`src/rtl/cpu_run_sequencer_pkg.sv`:
```
// run_seq_pkg: shared state, program-ID types and constants for the run sequencer
package run_seq_pkg;
  typedef enum logic [1:0] {IDLE, LAUNCH, RUN, ABORT} state_t;
  typedef logic [1:0] prog_t;
  localparam prog_t PROG_DIV = 2'd1;
  localparam prog_t PROG_AVG = 2'd2;
  localparam prog_t PROG_COV = 2'd3;
endpackage

```
`src/rtl/cpu_run_sequencer_if.sv`:
```
// cpu_run_sequencer_if: host request, CPU launch handshake and completion record signals
interface cpu_run_sequencer_if #(parameter int CNT_W = 16);
  import run_seq_pkg::*;
  logic             ReqValid;
  prog_t            ReqProg;
  logic             ReqReady;
  logic             CpuStart;
  prog_t            CpuProg;
  logic             CpuAck;
  logic             CpuAbort;
  logic             DoneValid;
  prog_t            DoneProg;
  logic [CNT_W-1:0] DoneCycles;
  logic             DoneTimeout;
  logic             Busy;
  modport slave (
    input  ReqValid, ReqProg, CpuAck,
    output ReqReady, CpuStart, CpuProg, CpuAbort, DoneValid, DoneProg, DoneCycles, DoneTimeout, Busy
  );
  modport master (
    output ReqValid, ReqProg, CpuAck,
    input  ReqReady, CpuStart, CpuProg, CpuAbort, DoneValid, DoneProg, DoneCycles, DoneTimeout, Busy
  );
endinterface

```
`src/rtl/cpu_run_sequencer_fifo.sv`:
```
// run_seq_fifo: DEPTH x 2-bit request FIFO with full/empty/count and async reset
module run_seq_fifo import run_seq_pkg::*; #(
  parameter int DEPTH = 4
) (
  input  logic                     clk,
  input  logic                     rst,
  input  logic                     push_i,
  input  prog_t                    data_i,
  input  logic                     pop_i,
  output prog_t                    data_o,
  output logic                     full_o,
  output logic                     empty_o,
  output logic [$clog2(DEPTH):0]   count_o
);
  localparam int AW = $clog2(DEPTH);
  prog_t mem_q [DEPTH];
  logic [AW-1:0] wr_q, rd_q;
  logic [AW:0] cnt_q;
  logic do_push, do_pop;
  assign do_push = push_i && !full_o;
  assign do_pop  = pop_i && !empty_o;
  always_ff @(posedge clk or posedge rst) begin
    if (rst) begin
      wr_q  <= '0;
      rd_q  <= '0;
      cnt_q <= '0;
    end else begin
      wr_q  <= do_push ? wr_q + 1'b1 : wr_q;
      rd_q  <= do_pop ? rd_q + 1'b1 : rd_q;
      cnt_q <= cnt_q + {{AW{1'b0}}, do_push} - {{AW{1'b0}}, do_pop};
    end
  end
  // Storage needs no reset: the pointers define which entries are live
  always_ff @(posedge clk) begin
    if (do_push) mem_q[wr_q] <= data_i;
  end
  assign data_o  = mem_q[rd_q];
  assign full_o  = cnt_q == (AW+1)'(DEPTH);
  assign empty_o = cnt_q == '0;
  assign count_o = cnt_q;
endmodule

```
`src/rtl/cpu_run_sequencer.sv`:
```
// cpu_run_sequencer: queues program runs and sequences them onto the CPU Start/Ack handshake
module cpu_run_sequencer import run_seq_pkg::*; #(
  parameter int DEPTH        = 4,
  parameter int START_CYCLES = 2,
  parameter int CNT_W        = 16,
  parameter int TIMEOUT      = 4096
) (
  input logic Clk,
  input logic Reset,
  cpu_run_sequencer_if.slave bus
);
  localparam logic [CNT_W-1:0] LAST_START = CNT_W'(START_CYCLES - 1);
  localparam logic [CNT_W-1:0] TMO        = CNT_W'(TIMEOUT);
  state_t state_q, state_d;
  logic [CNT_W-1:0] cnt_q, cnt_d, dcyc_q, dcyc_d;
  prog_t prog_q, prog_d, dprog_q, dprog_d, head;
  logic armed_q, armed_d, start_q, start_d, abort_q, abort_d;
  logic dv_q, dv_d, dto_q, dto_d, busy_q, busy_d;
  logic pop, full, empty;
  logic [$clog2(DEPTH):0] fifo_count;
  run_seq_fifo #(.DEPTH(DEPTH)) u_fifo (
    .clk    (Clk),
    .rst    (Reset),
    .push_i (bus.ReqValid),
    .data_i (bus.ReqProg),
    .pop_i  (pop),
    .data_o (head),
    .full_o (full),
    .empty_o(empty),
    .count_o(fifo_count)
  );
  always_comb begin
    state_d = state_q;
    cnt_d   = cnt_q;
    armed_d = armed_q;
    prog_d  = prog_q;
    dprog_d = dprog_q;
    dcyc_d  = dcyc_q;
    dto_d   = dto_q;
    dv_d    = 1'b0;
    abort_d = 1'b0;
    start_d = 1'b0;
    pop     = 1'b0;
    case (state_q)
      IDLE: if (!empty) begin
        pop     = 1'b1;
        prog_d  = head;
        cnt_d   = '0;
        armed_d = 1'b0;
        state_d = LAUNCH;
      end
      LAUNCH: begin
        start_d = 1'b1;
        cnt_d   = cnt_q + 1'b1;
        state_d = cnt_q == LAST_START ? RUN : LAUNCH;
      end
      RUN: begin
        cnt_d   = cnt_q + 1'b1;
        armed_d = armed_q || !bus.CpuAck;
        // A qualified Ack takes priority over the watchdog on the same cycle
        if (armed_q && bus.CpuAck) begin
          dv_d    = 1'b1;
          dto_d   = 1'b0;
          dprog_d = prog_q;
          dcyc_d  = cnt_q;
          state_d = IDLE;
        end else if (cnt_q == TMO) begin
          state_d = ABORT;
        end
      end
      ABORT: begin
        abort_d = 1'b1;
        dv_d    = 1'b1;
        dto_d   = 1'b1;
        dprog_d = prog_q;
        dcyc_d  = TMO;
        state_d = IDLE;
      end
    endcase
    busy_d = state_d != IDLE;
  end
  always_ff @(posedge Clk or posedge Reset) begin
    if (Reset) begin
      state_q <= IDLE;
      cnt_q   <= '0;
      armed_q <= 1'b0;
      prog_q  <= '0;
      dprog_q <= '0;
      dcyc_q  <= '0;
      dto_q   <= 1'b0;
      dv_q    <= 1'b0;
      abort_q <= 1'b0;
      start_q <= 1'b0;
      busy_q  <= 1'b0;
    end else begin
      state_q <= state_d;
      cnt_q   <= cnt_d;
      armed_q <= armed_d;
      prog_q  <= prog_d;
      dprog_q <= dprog_d;
      dcyc_q  <= dcyc_d;
      dto_q   <= dto_d;
      dv_q    <= dv_d;
      abort_q <= abort_d;
      start_q <= start_d;
      busy_q  <= busy_d;
    end
  end
  assign bus.ReqReady    = !full && !Reset;
  assign bus.CpuStart    = start_q;
  assign bus.CpuProg     = prog_q;
  assign bus.CpuAbort    = abort_q;
  assign bus.DoneValid   = dv_q;
  assign bus.DoneProg    = dprog_q;
  assign bus.DoneCycles  = dcyc_q;
  assign bus.DoneTimeout = dto_q;
  assign bus.Busy        = busy_q;
endmodule

```
`src/flat_wrapper.sv`:
```
// flat-port wrapper written by rule: the top's interface ports become plain ports
module cpu_run_sequencer_flat import run_seq_pkg::*;
#(
  parameter int DEPTH        = 4,
  parameter int START_CYCLES = 2,
  parameter int CNT_W        = 16,
  parameter int TIMEOUT      = 4096
)
  (Clk, Reset, bus_ReqValid, bus_ReqProg, bus_CpuAck, bus_ReqReady, bus_CpuStart, bus_CpuProg, bus_CpuAbort, bus_DoneValid, bus_DoneProg, bus_DoneCycles, bus_DoneTimeout, bus_Busy);
  cpu_run_sequencer_if #(.CNT_W(CNT_W)) bus_i ();
  input logic Clk;
  input logic Reset;
  input wire logic [$bits(bus_i.ReqValid)-1:0] bus_ReqValid;
  input wire logic [$bits(bus_i.ReqProg)-1:0] bus_ReqProg;
  input wire logic [$bits(bus_i.CpuAck)-1:0] bus_CpuAck;
  output wire logic [$bits(bus_i.ReqReady)-1:0] bus_ReqReady;
  output wire logic [$bits(bus_i.CpuStart)-1:0] bus_CpuStart;
  output wire logic [$bits(bus_i.CpuProg)-1:0] bus_CpuProg;
  output wire logic [$bits(bus_i.CpuAbort)-1:0] bus_CpuAbort;
  output wire logic [$bits(bus_i.DoneValid)-1:0] bus_DoneValid;
  output wire logic [$bits(bus_i.DoneProg)-1:0] bus_DoneProg;
  output wire logic [$bits(bus_i.DoneCycles)-1:0] bus_DoneCycles;
  output wire logic [$bits(bus_i.DoneTimeout)-1:0] bus_DoneTimeout;
  output wire logic [$bits(bus_i.Busy)-1:0] bus_Busy;
  assign bus_i.ReqValid = bus_ReqValid;
  assign bus_i.ReqProg = bus_ReqProg;
  assign bus_i.CpuAck = bus_CpuAck;
  assign bus_ReqReady = bus_i.ReqReady;
  assign bus_CpuStart = bus_i.CpuStart;
  assign bus_CpuProg = bus_i.CpuProg;
  assign bus_CpuAbort = bus_i.CpuAbort;
  assign bus_DoneValid = bus_i.DoneValid;
  assign bus_DoneProg = bus_i.DoneProg;
  assign bus_DoneCycles = bus_i.DoneCycles;
  assign bus_DoneTimeout = bus_i.DoneTimeout;
  assign bus_Busy = bus_i.Busy;
  cpu_run_sequencer #(.DEPTH(DEPTH), .START_CYCLES(START_CYCLES), .CNT_W(CNT_W), .TIMEOUT(TIMEOUT)) u_core (.Clk(Clk), .Reset(Reset), .bus(bus_i));
endmodule
```
`config.mk`:
```
export PLATFORM = sky130hd
export DESIGN_NAME = cpu_run_sequencer_flat
export DESIGN_NICKNAME = d
export VERILOG_FILES = /design/src/rtl/cpu_run_sequencer_pkg.sv /design/src/rtl/cpu_run_sequencer_if.sv /design/src/rtl/cpu_run_sequencer_fifo.sv /design/src/rtl/cpu_run_sequencer.sv /design/src/flat_wrapper.sv
export SDC_FILE = /design/constraint.sdc
export NUM_CORES = 1
export LEC_CHECK = 0
export ABC_AREA = 0
export ABC_CLOCK_PERIOD_IN_PS = 2570
export CORE_MARGIN = 2
export CORE_UTILIZATION = 50
export DETAILED_ROUTE_END_ITERATION = 8
export HOLD_SLACK_MARGIN = 0.15
export PLACE_DENSITY = 0.86
export SETUP_SLACK_MARGIN = 0.2
export SYNTH_ARGS = -nofsm -noshare
export SYNTH_HDL_FRONTEND = slang
export SYNTH_HIERARCHICAL = 1
export SYNTH_SLANG_ARGS = --single-unit
```
`constraint.sdc`:
```
create_clock -name Clk -period 2.57 [get_ports Clk]
set_input_delay 0.257 -clock Clk [delete_from_list [all_inputs] [get_ports Clk]]
set_output_delay 0.257 -clock Clk [all_outputs]
set_load 0.01 [all_outputs]
```
==> out/metrics.cfg, run 1 <==
[pwr]
ir_drop_uv = 524
p_sw_w = 0.00134
comb_power_share_pct = 40.3
power.clock.fraction_pct = 23.2
intPower_w = 0.00245
pwr-share-seq_pct = 36.5
p_leak_nw = 1.58
netSwitchingFraction_pct = 35.4
powerDensity_nw_per_um2 = 1060

[logic_synthesis]
syn_avg_cell_area_um2 = 12.2
async_flop_share_pct = 86.4
synth_edf_count = 8
syn-num-nets = 254
yosys.area.top_type = dfrtp_1
syn_inst = 234
synth_seq_cells = 59
synth_top_area_share_pct = 44.8
synth_area_leaders = dfrtp_1 45%, edfxtp_1 8.4%, ha_1 5.7%
ys_seq_area_share_pct = 53.3
synthFlopType = dfrtp_1
netlist_area_um2 = 2850
yosysWarnings = 6
synth_cell_types = 50

[drt]
wl_per_cell_um = 16.3
drt_iter0_drc = 138
drt_first_pass_iters = 5
num_vias = 2014
viasPerCell = 5.53
route.detailed.drc = 0
postRouteWirelength_um = 5930
antenna_left = 0

[sta]
slew_headroom_pct = 63.6
rsz0062_at_grt = false
skew_ns = 0.00875
slew_violations = 0
worst_pin_slew_ns = 0.546
layout_min_cycle_time_ns = 2.24
finalSetupTns_ns = 0
final-setup-viol-count = 0
final_hold_viol_count = 0
period_share_pct = 87.3
max_freq_mhz = 446
setup_ws_ns = 0.327

[setup_path]
start_kind = register
worst-path-max-fanout = 3
worstPathCellList = nor3_4 -> nand2b_4 -> clkinv_4 -> o31ai_2 -> inv_1 -> ha_1 -> inv_1 -> ha_1 -> inv_1 -> fa_2 -> xnor2_2 -> xnor2_1
cpLargestDelayFamily = adder cells
cp_data_required_time_ns = 2.79
cpPeakStageDelay_ns = 0.43
crit_path_top_delay_cell = dfrtp_2
rr_startpoint = u_core/u_fifo/count_o[1]
crit_top_cell = inv_1
critical_path_arrival_ns = 2.47
crit_path_end_kind = register
cp.buffers_inverters = 4
cp-startpoint = u_core/u_fifo/count_o[1]
criticalPathCategory = register to register

[cells_and_area]
finalNonFillerCells = 364
nFillCells = 382
fin_nets = 307
layout-drive-gt1-share_pct = 18.5
layout_common_cells = 49 x dfrtp_1, 31 x clkdlybuf4s50_1, 21 x nor2_1, 18 x inv_1, 17 x nand2_1
num_antenna_cells = 0
stdcell_area_um2 = 3580
synthToLayoutAreaGrowth_pct = 25.6
final_common_cell = dfrtp_1

[floorplan]
ioPinCount = 32
start_util_pct = 51.7
die_height_um = 79.5
die_area_um2 = 6320
fp-row-count = 27
fp.dieW_um = 79.5
core_area_um2 = 5510

[place]
dpl_worst_slack_ns = 0.0962
gp_congestion = 0.802
hpwl_um = 3960
dp.cells = 342
portBuffers = 31
placed_area_um2 = 3300

[cts]
tritoncts = done
h-tree-depth = 3
worst_skew_pair.late_latency_ns = 0.34
cts_made_buffers = 9
cts_sinks = 59
clk_path_buf_depth = 2
path_clk_slew_ns = 0.07
clockRootBuffer = clkbuf_8

[grt]
overflow = 0
antenna_found_initial = 0
grt_max_degree = 45
grt.total_usage_pct = 20.3
grt_pass1_wl_um = 9610
grt_pass1_vias = 1972

[status]
outcome = finished, final reports clean

[worst_hold_path]
hold_path.class = input port to async pin

[flow_run]
drv_cap = 0

[through the flow]
step | util [%] | hold WS, ns | power [W]
after global routing | 65.0 | 0.254 | 0.00403
final | 65.0 | 0.214 | 0.00379
after CTS | 64.4 | 0.217 | 0.00371
after global placement | 60.0 | 0.466 | 0.00270
after floorplan | - | 0.0603 | 0.00230
after detailed placement | 60.0 | 0.475 | 0.00278
[cells in the mapped netlist, types with 2 or more instances]
cell and count:
dfrtp_1 51, nor2_1 21, inv_1 18, nand2_1 17, a22o_1 15, xnor2_1 15
ha_1 13, edfxtp_1 8, nor3_1 8, a21oi_1 7, nand2b_1 5, and3b_1 4
o21ai_0 4, nand3_1 3, nor4_4 3, or3_1 3, clkbuf_1 2, mux2_2 2
mux4_2 2, nand4bb_1 2, o211ai_1 2
[layer usage]
layer,track usage (%),share of wire [%]
met5,0,0
met4,9.31,2.1
met3,4.75,5.3
met2,32.6,50
met1,26.0,43
[final timing paths]
path,end,slack [ns],cells past startpoint
min in group Clk,u_core/bus.DoneCycles[12],0.49,2
worst max register to register,u_core/u_fifo/count_o[2],0.33,12
worst max-delay path,u_core/u_fifo/count_o[2],0.33,12
worst min register to register,u_core/bus.DoneCycles[12],0.49,2
worst min-delay path,u_core/u_fifo/wr_q[1],0.21,2
max in group asynchronous,u_core/cnt_q[8],1.77,3
[worst reg2reg max path: cells and delay by family, from the launching register on]
family                     cells  cell delay, ns
AOI/OAI and AO/OA              1            0.07
and+or+nand+nor                2            0.36
xor gates and xnor gates       2            0.27
DFF                            1            0.43
adders and majority gates      3            0.76
buffers and inverters          4            0.24
[power groups by stage]
stage	Clock (W)	Sequential, W	Combinational [W]
2_1_floorplan	0	0.00140	0.000897
3_3_place_gp	0	0.00141	0.00129
3_5_place_dp	0	0.00142	0.00136
4_1_cts	0.000884	0.00137	0.00145
5_1_grt	0.000928	0.00141	0.00170
6_report	0.000877	0.00138	0.00153
[repair_timing]
action / CTS / global route
resized for setup: 2 / 3
hold buffers: 0 / 0
buffers inserted: 4 / 2
setup endpoints to repair: 1 / 1
pin swaps: 1 / 1
[kinds of logic (layout without fill, tap and decap cells)]
kind of cell / count (synthesis) / count (layout) / share of synthesized area [%]
buf+inv: 23 / 81 / 3.38
flops: 59 / 59 / 53.3
xor+xnor: 15 / 15 / 4.61
compound gates: 41 / 41 / 12.1
mux: 5 / 5 / 2.72
fa+ha+maj: 14 / 14 / 6.41
simple gates: 77 / 77 / 17.5
[flip-flops by register name, summed over array words and instances, names as in the netlist]
| name | cells |
|---|---|
| u_core/bus.DoneTimeout | 1 |
| u_core/u_fifo/wr_q | 2 |
| u_core/bus.CpuProg | 2 |
| u_core/bus.Busy | 1 |
| u_core/armed_q | 1 |
| u_core/u_fifo/rd_q | 2 |
| u_core/bus.DoneProg | 2 |
| u_core/bus.DoneValid | 1 |
| u_core/bus.CpuStart | 1 |
| u_core/u_fifo/mem_q | 8 |
| u_core/cnt_q | 16 |
| u_core/u_fifo/count_o | 3 |
| u_core/bus.DoneCycles | 16 |
| u_core/state_q | 2 |
| u_core/bus.CpuAbort | 1 |
[area by class of cell]
cell class                      instances  area, um^2  share of cell area (%)
Sequential cell                        59        1520                    42.5
Multi-Input combinational cell        152        1260                    35.3
Timing Repair Buffer                   46         423                    11.8
Clock buffer                           14         173                    4.83
Tap cell                               72        90.1                    2.52
Inverter                               19        76.3                    2.13
Clock inverter                          2        35.0                   0.979
(Power assumes the default switching activity.)
==> run 2, diff against run 1 <==
SYNTH_HIERARCHICAL = not set   (was 1)
==> out/metrics.cfg, run 2 <==
[setup_path]
cp_data_required_time_ns = 2.79
criticalPathCategory = register to register
critical_path_arrival_ns = 2.52
start_kind = register
crit_path_end_kind = register
worst-path-max-fanout = 8

[logic_synthesis]
syn_inst = 232
syn-num-nets = 253
synth_edf_count = 8
synth_mux_area_share_pct = 2.88
synth_seq_cells = 59
synthSimpleGateAreaFrac_pct = 15.1
synth_top_area_share_pct = 47.3
syn_avg_cell_area_um2 = 11.6
synthXorXnorAreaFrac_pct = 5.20
synth_compound_area_share_pct = 10.6
synthFlopType = dfrtp_1
synth_cell_types = 38
synth_commonest_cells = 51 x dfrtp_1, 26 x nor2_1, 23 x nand2_1, 16 x a22o_1, 14 x ha_1
ys_seq_area_share_pct = 56.2
synthAdderAreaFrac_pct = 7.24
synth_area_leaders = dfrtp_1 47%, edfxtp_1 8.9%, ha_1 6.5%
yosysWarnings = 0
netlist_area_um2 = 2700
synth_top_family_by_area = simple AND/OR/NAND/NOR gates
yosys.area.top_type = dfrtp_1
async_flop_share_pct = 86.4
synth.most_common_cell = dfrtp_1

[cells_and_area]
synthToLayoutAreaGrowth_pct = 26.5
finalNonFillerCells = 354
final_common_cell = dfrtp_1
finish.utilization_pct = 66.3
layout_common_cells = 48 x dfrtp_1, 31 x clkdlybuf4s50_1, 26 x nor2_1, 23 x nand2_1, 16 x a22o_1
num_antenna_cells = 0
layout-drive-gt1-share_pct = 14.4
stdcell_area_um2 = 3410
nFillCells = 396
fin_nets = 301
multi_input_area_um2 = 1130
regArea_um2 = 1520

[drt]
drt_first_pass_iters = 4
route.detailed.drc = 0
viasPerCell = 5.38
wl_per_cell_um = 14.6
postRouteWirelength_um = 5180
num_vias = 1905
drt_iter0_drc = 138
antenna_left = 0

[sta]
final-setup-viol-count = 0
finalSetupTns_ns = 0
slew_headroom_pct = 58.9
layout_min_cycle_time_ns = 2.30
slew_violations = 0
skew_ns = 0.00492
final_hold_viol_count = 0
rsz0062_at_grt = false
max_freq_mhz = 434
period_share_pct = 89.6
worst_pin_slew_ns = 0.609

[cts]
h-tree-depth = 3
path_clk_slew_ns = 0.06
cts_sinks = 59
clk_path_buf_depth = 2
clockRootBuffer = clkbuf_8
worst_skew_pair.late_latency_ns = 0.34
holdBufCountCts = 0
cts_made_buffers = 9
tritoncts = done

[floorplan]
core_area_um2 = 5140
fp.dieW_um = 77.4
ioPinCount = 32
start_util_pct = 52.5
die_area_um2 = 6000
fp-row-count = 26
die_height_um = 77.4

[pwr]
p_leak_nw = 1.52
ir_drop_uv = 694
powerDensity_nw_per_um2 = 1100

[grt]
grt_pass1_wl_um = 8690
grt_pass1_vias = 1841
grt_max_degree = 28
grt.total_usage_pct = 19.1
antenna_found_initial = 0
overflow = 0

[place]
dp.cells = 335
placed_area_um2 = 3130
portBuffers = 31
gp_congestion = 0.860
hpwl_um = 3730

[flow_run]
drv_cap = 0

[worst_hold_path]
hold_path.class = input port to async pin

[status]
outcome = finished, final reports clean

-- run 2: cell count changes in the layout (fill, tap and decap cells not counted), moves of 4 or more --
cell,previous run,this run
nor3_1,7,1
nor2_1,21,26
xor2_1,0,10
inv_1,18,10
nand4_1,1,5
xnor2_1,14,5
and3b_1,4,0
and2_1,0,6
nand2_1,17,23
buf_4,15,11
-- run 2: power breakdown --
group	switching [W]	leakage (nW)	internal [W]	total, W
clock	0.000348	0.117	0.000593	0.000941
combinational	0.000730	0.666	0.000672	0.00140
sequential	0.000219	0.741	0.00117	0.00139
-- run 2: cell families after synthesis --
family / count (synthesis)
buf+inv: 18
simple gates: 82
fa+ha+maj: 15
flops: 59
compound gates: 37
xor+xnor: 16
mux: 5
-- run 2: final timing paths --
check,from,to,slack [ns],cells past startpoint
min in group Clk,u_core.bus.DoneCycles[12],u_core.bus.DoneCycles[12],0.48,2
max in group asynchronous,Reset,u_core.cnt_q[14],1.65,3
hold reg to reg,u_core.bus.DoneCycles[12],u_core.bus.DoneCycles[12],0.48,2
setup / recovery,u_core.u_fifo.count_o[1],u_core.u_fifo.count_o[2],0.27,10
hold / removal,Reset,u_core.u_fifo.count_o[1],0.32,2
setup reg to reg,u_core.u_fifo.count_o[1],u_core.u_fifo.count_o[2],0.27,10
-- run 2: worst max-delay path: stages, from the launching register on --
cell	delay [ns]
dfrtp_2	0.46
nor3_4	0.21
nand2b_4	0.20
inv_6	0.06
ha_1	0.27
inv_1	0.06
ha_1	0.14
inv_1	0.05
fa_1	0.44
xnor2_2	0.16
xnor2_1	0.12
-- run 2: what timing repair did --
item,in CTS,in global routing
resized for setup,1,7
setup endpoints to repair,1,1
pin swaps,0,1
buffers inserted,0,4
-- run 2: routing by layer --
| layer | vias to the layer above | routed length (um) | global-route usage [%] |
|---|---|---|---|
| li1 | 907 | - | - |
| met5 | - | 0 | 0 |
| met2 | 41 | 2610 | 29.3 |
| met4 | 0 | 155 | 12.1 |
| met1 | 944 | 2220 | 24.4 |
| met3 | 13 | 195 | 4.53 |
-- run 2: metrics by stage --
step           power (W)  hold slack [ns]  setup WS [ns]
2_1_floorplan    0.00223            0.356          0.373
3_3_place_gp     0.00259            0.467          0.308
3_5_place_dp     0.00268            0.472          0.163
4_1_cts          0.00363            0.326          0.209
5_1_grt          0.00397            0.371          0.162
6_report         0.00374            0.318          0.267
-- run 2: layout make-up --
| class | instances | share of cell area [%] |
|---|---|---|
| clock inverters | 5 | 2.20 |
| clock buffers | 10 | 4.37 |
| multi-input cells | 155 | 33.2 |
| inverters | 13 | 1.58 |
| well taps | 70 | 2.57 |
| flip-flops and latches | 59 | 44.6 |
| repair buffers | 42 | 11.5 |
==> run 3, diff against run 2 <==
--- a/config.mk
+++ b/config.mk
@@ -7,5 +7,4 @@
 export LEC_CHECK = 0
 export ABC_AREA = 0
-export ABC_CLOCK_PERIOD_IN_PS = 2570
 export CORE_MARGIN = 2
 export CORE_UTILIZATION = 50
@@ -14,4 +13,5 @@
 export PLACE_DENSITY = 0.86
 export SETUP_SLACK_MARGIN = 0.2
+export SLEW_MARGIN = 20
 export SYNTH_ARGS = -nofsm -noshare
 export SYNTH_HDL_FRONTEND = slang
==> constraint.sdc (replaced) <==
create_clock -name Clk -period 2.57 [get_ports Clk]
set_input_delay 0.3855 -clock Clk [delete_from_list [all_inputs] [get_ports Clk]]
set_output_delay 0.3855 -clock Clk [all_outputs]
set_load 0.01 [all_outputs]
==> out/metrics.cfg, run 3 (synthesis results as in run 2) <==
[pwr]
p_sw_w = 0.00127
netSwitchingFraction_pct = 36.0
intPower_w = 0.00225
p_leak_nw = 1.48
ir_drop_uv = 616
comb_power_share_pct = 37.6
powerDensity_nw_per_um2 = 1060
power.clock.fraction_pct = 23.3
pwr-share-seq_pct = 39.1

[sta]
period_share_pct = 87.6
layout_min_cycle_time_ns = 2.25
finalSetupTns_ns = 0
skew_ns = 0.00968
worst_pin_slew_ns = 0.642
whs_ns = 0.483
slew_headroom_pct = 56.6
slew_violations = 0
final-setup-viol-count = 0
rsz0062_at_grt = false
max_freq_mhz = 444
final_hold_viol_count = 0

[cells_and_area]
fin_nets = 297
synthToLayoutAreaGrowth_pct = 23.6
layout_common_cells = 51 x dfrtp_1, 31 x clkdlybuf4s50_1, 26 x nor2_1, 23 x nand2_1, 16 x a22o_1
stdcell_area_um2 = 3330
finalNonFillerCells = 351
finish.utilization_pct = 64.8
layout-drive-gt1-share_pct = 11.7
final_common_cell = dfrtp_1
num_antenna_cells = 0

[setup_path]
worst-path-max-fanout = 8
criticalPathCategory = register to register
cpPeakStageDelay_ns = 0.43
cpLargestDelayFamily = adder cells
reg2reg_slack_ns = 0.32
crit_path_top_delay_cell = dfrtp_1
start_kind = register
crit_path_end_kind = register
cp.buffers_inverters = 4
rr_startpoint = u_core.state_q[1]
critical_path_arrival_ns = 2.46
crit_top_cell = inv_1
reg2reg_to = u_core.u_fifo.count_o[2]
cp_data_required_time_ns = 2.78
r2r_cells = 11
worstPathCellList = inv_1 -> ha_4 -> nand2b_4 -> inv_6 -> ha_1 -> inv_1 -> ha_1 -> inv_1 -> fa_1 -> xnor2_1 -> xnor2_1

[floorplan]
start_util_pct = 52.5
fp.dieW_um = 77.4
die_area_um2 = 6000
core_area_um2 = 5140
ioPinCount = 32
fp-row-count = 26
die_height_um = 77.4

[drt]
drt_iter0_drc = 189
viasPerCell = 5.53
drt_first_pass_iters = 4
route.detailed.drc = 0
antenna_left = 0
num_vias = 1942
postRouteWirelength_um = 5120
wl_per_cell_um = 14.6

[cts]
worst_skew_pair.late_latency_ns = 0.34
path_clk_slew_ns = 0.07
clockRootBuffer = clkbuf_8
cts_made_buffers = 9
h-tree-depth = 3
cts_sinks = 59
clk_path_buf_depth = 2
tritoncts = done

[place]
dp.cells = 335
portBuffers = 31
hpwl_um = 3570
gp_congestion = 0.845
placed_area_um2 = 3130

[grt]
grt_pass1_wl_um = 8870
grt_max_degree = 52
antenna_found_initial = 0
grt_pass1_vias = 1856
overflow = 0
grt.total_usage_pct = 19.2

[status]
outcome = finished, final reports clean

[worst_hold_path]
worstHoldPathCells = 2
hold_end = u_core.bus.DoneCycles[12]
min-delay-start = u_core.bus.DoneCycles[12]
hold_path.class = register to register

[flow_run]
drv_cap = 0

==> run 3: worst max path at each step <==
stage | from | end | slack [ns] | cells after the start
final | u_core.state_q[1] | u_core.u_fifo.count_o[2] | 0.32 | 11
after global routing | u_core.state_q[1] | u_core.u_fifo.count_o[2] | 0.20 | 11
after CTS | u_core.state_q[0] | u_core.u_fifo.count_o[2] | 0.25 | 11
after detailed placement | bus_ReqValid | u_core.u_fifo.count_o[2] | 0.12 | 10
after global placement | bus_ReqValid | u_core.u_fifo.count_o[2] | 0.20 | 10
after floorplan | u_core.u_fifo.count_o[1] | u_core.u_fifo.count_o[2] | 0.37 | 10
==> run 3: final cells by class <==
class                      count  area [um^2]
fill                         420         1810
sequential                    59         1520
multi-input combinational    155         1120
timing repair buffer          38          363
clock buffer                  11          141
tap                           70         87.6
inverter                      13         53.8
clock inverter                 5         52.6
==> run 3: stage by stage <==
| step | setup WS [ns] | total power (W) |
|---|---|---|
| 2_1_floorplan | 0.373 | 0.00223 |
| 3_3_place_gp | 0.201 | 0.00259 |
| 3_5_place_dp | 0.123 | 0.00267 |
| 4_1_cts | 0.249 | 0.00350 |
| 5_1_grt | 0.200 | 0.00375 |
| 6_report | 0.320 | 0.00352 |
==> run 3: worst reg2reg max path: cells and delay by family, from the launching register on <==
| family | cells | cell delay, ns |
|---|---|---|
| DFF | 1 | 0.43 |
| buffers and inverters | 4 | 0.37 |
| xor gates and xnor gates | 2 | 0.28 |
| and+or+nand+nor | 1 | 0.09 |
| adders and majority gates | 4 | 0.95 |
==> run 3: power groups by stage <==
stage               combinational, W  clock [W]  sequential [W]
floorplan                   0.000873          0         0.00136
global placement             0.00121          0         0.00138
detailed placement           0.00128          0         0.00139
CTS                          0.00130   0.000830         0.00137
global route                 0.00147   0.000875         0.00141
finish                       0.00132   0.000821         0.00137
==> run 3: what timing repair did <==
action / in CTS / in global routing
resized for setup: 1 / 2
hold buffers: 0 / 0
setup buffers: 0 / 0
setup endpoints to repair: 1 / 2
cloned: 0 / 0
==> run 3: metal layers <==
metal,share of wire (%),GRT usage [%],vias to the layer above
li1,-,-,911
met1,43,24.4,962
met2,50,29.7,54
met3,4.3,5.70,15
met4,3.1,10.4,0
met5,0,0,-
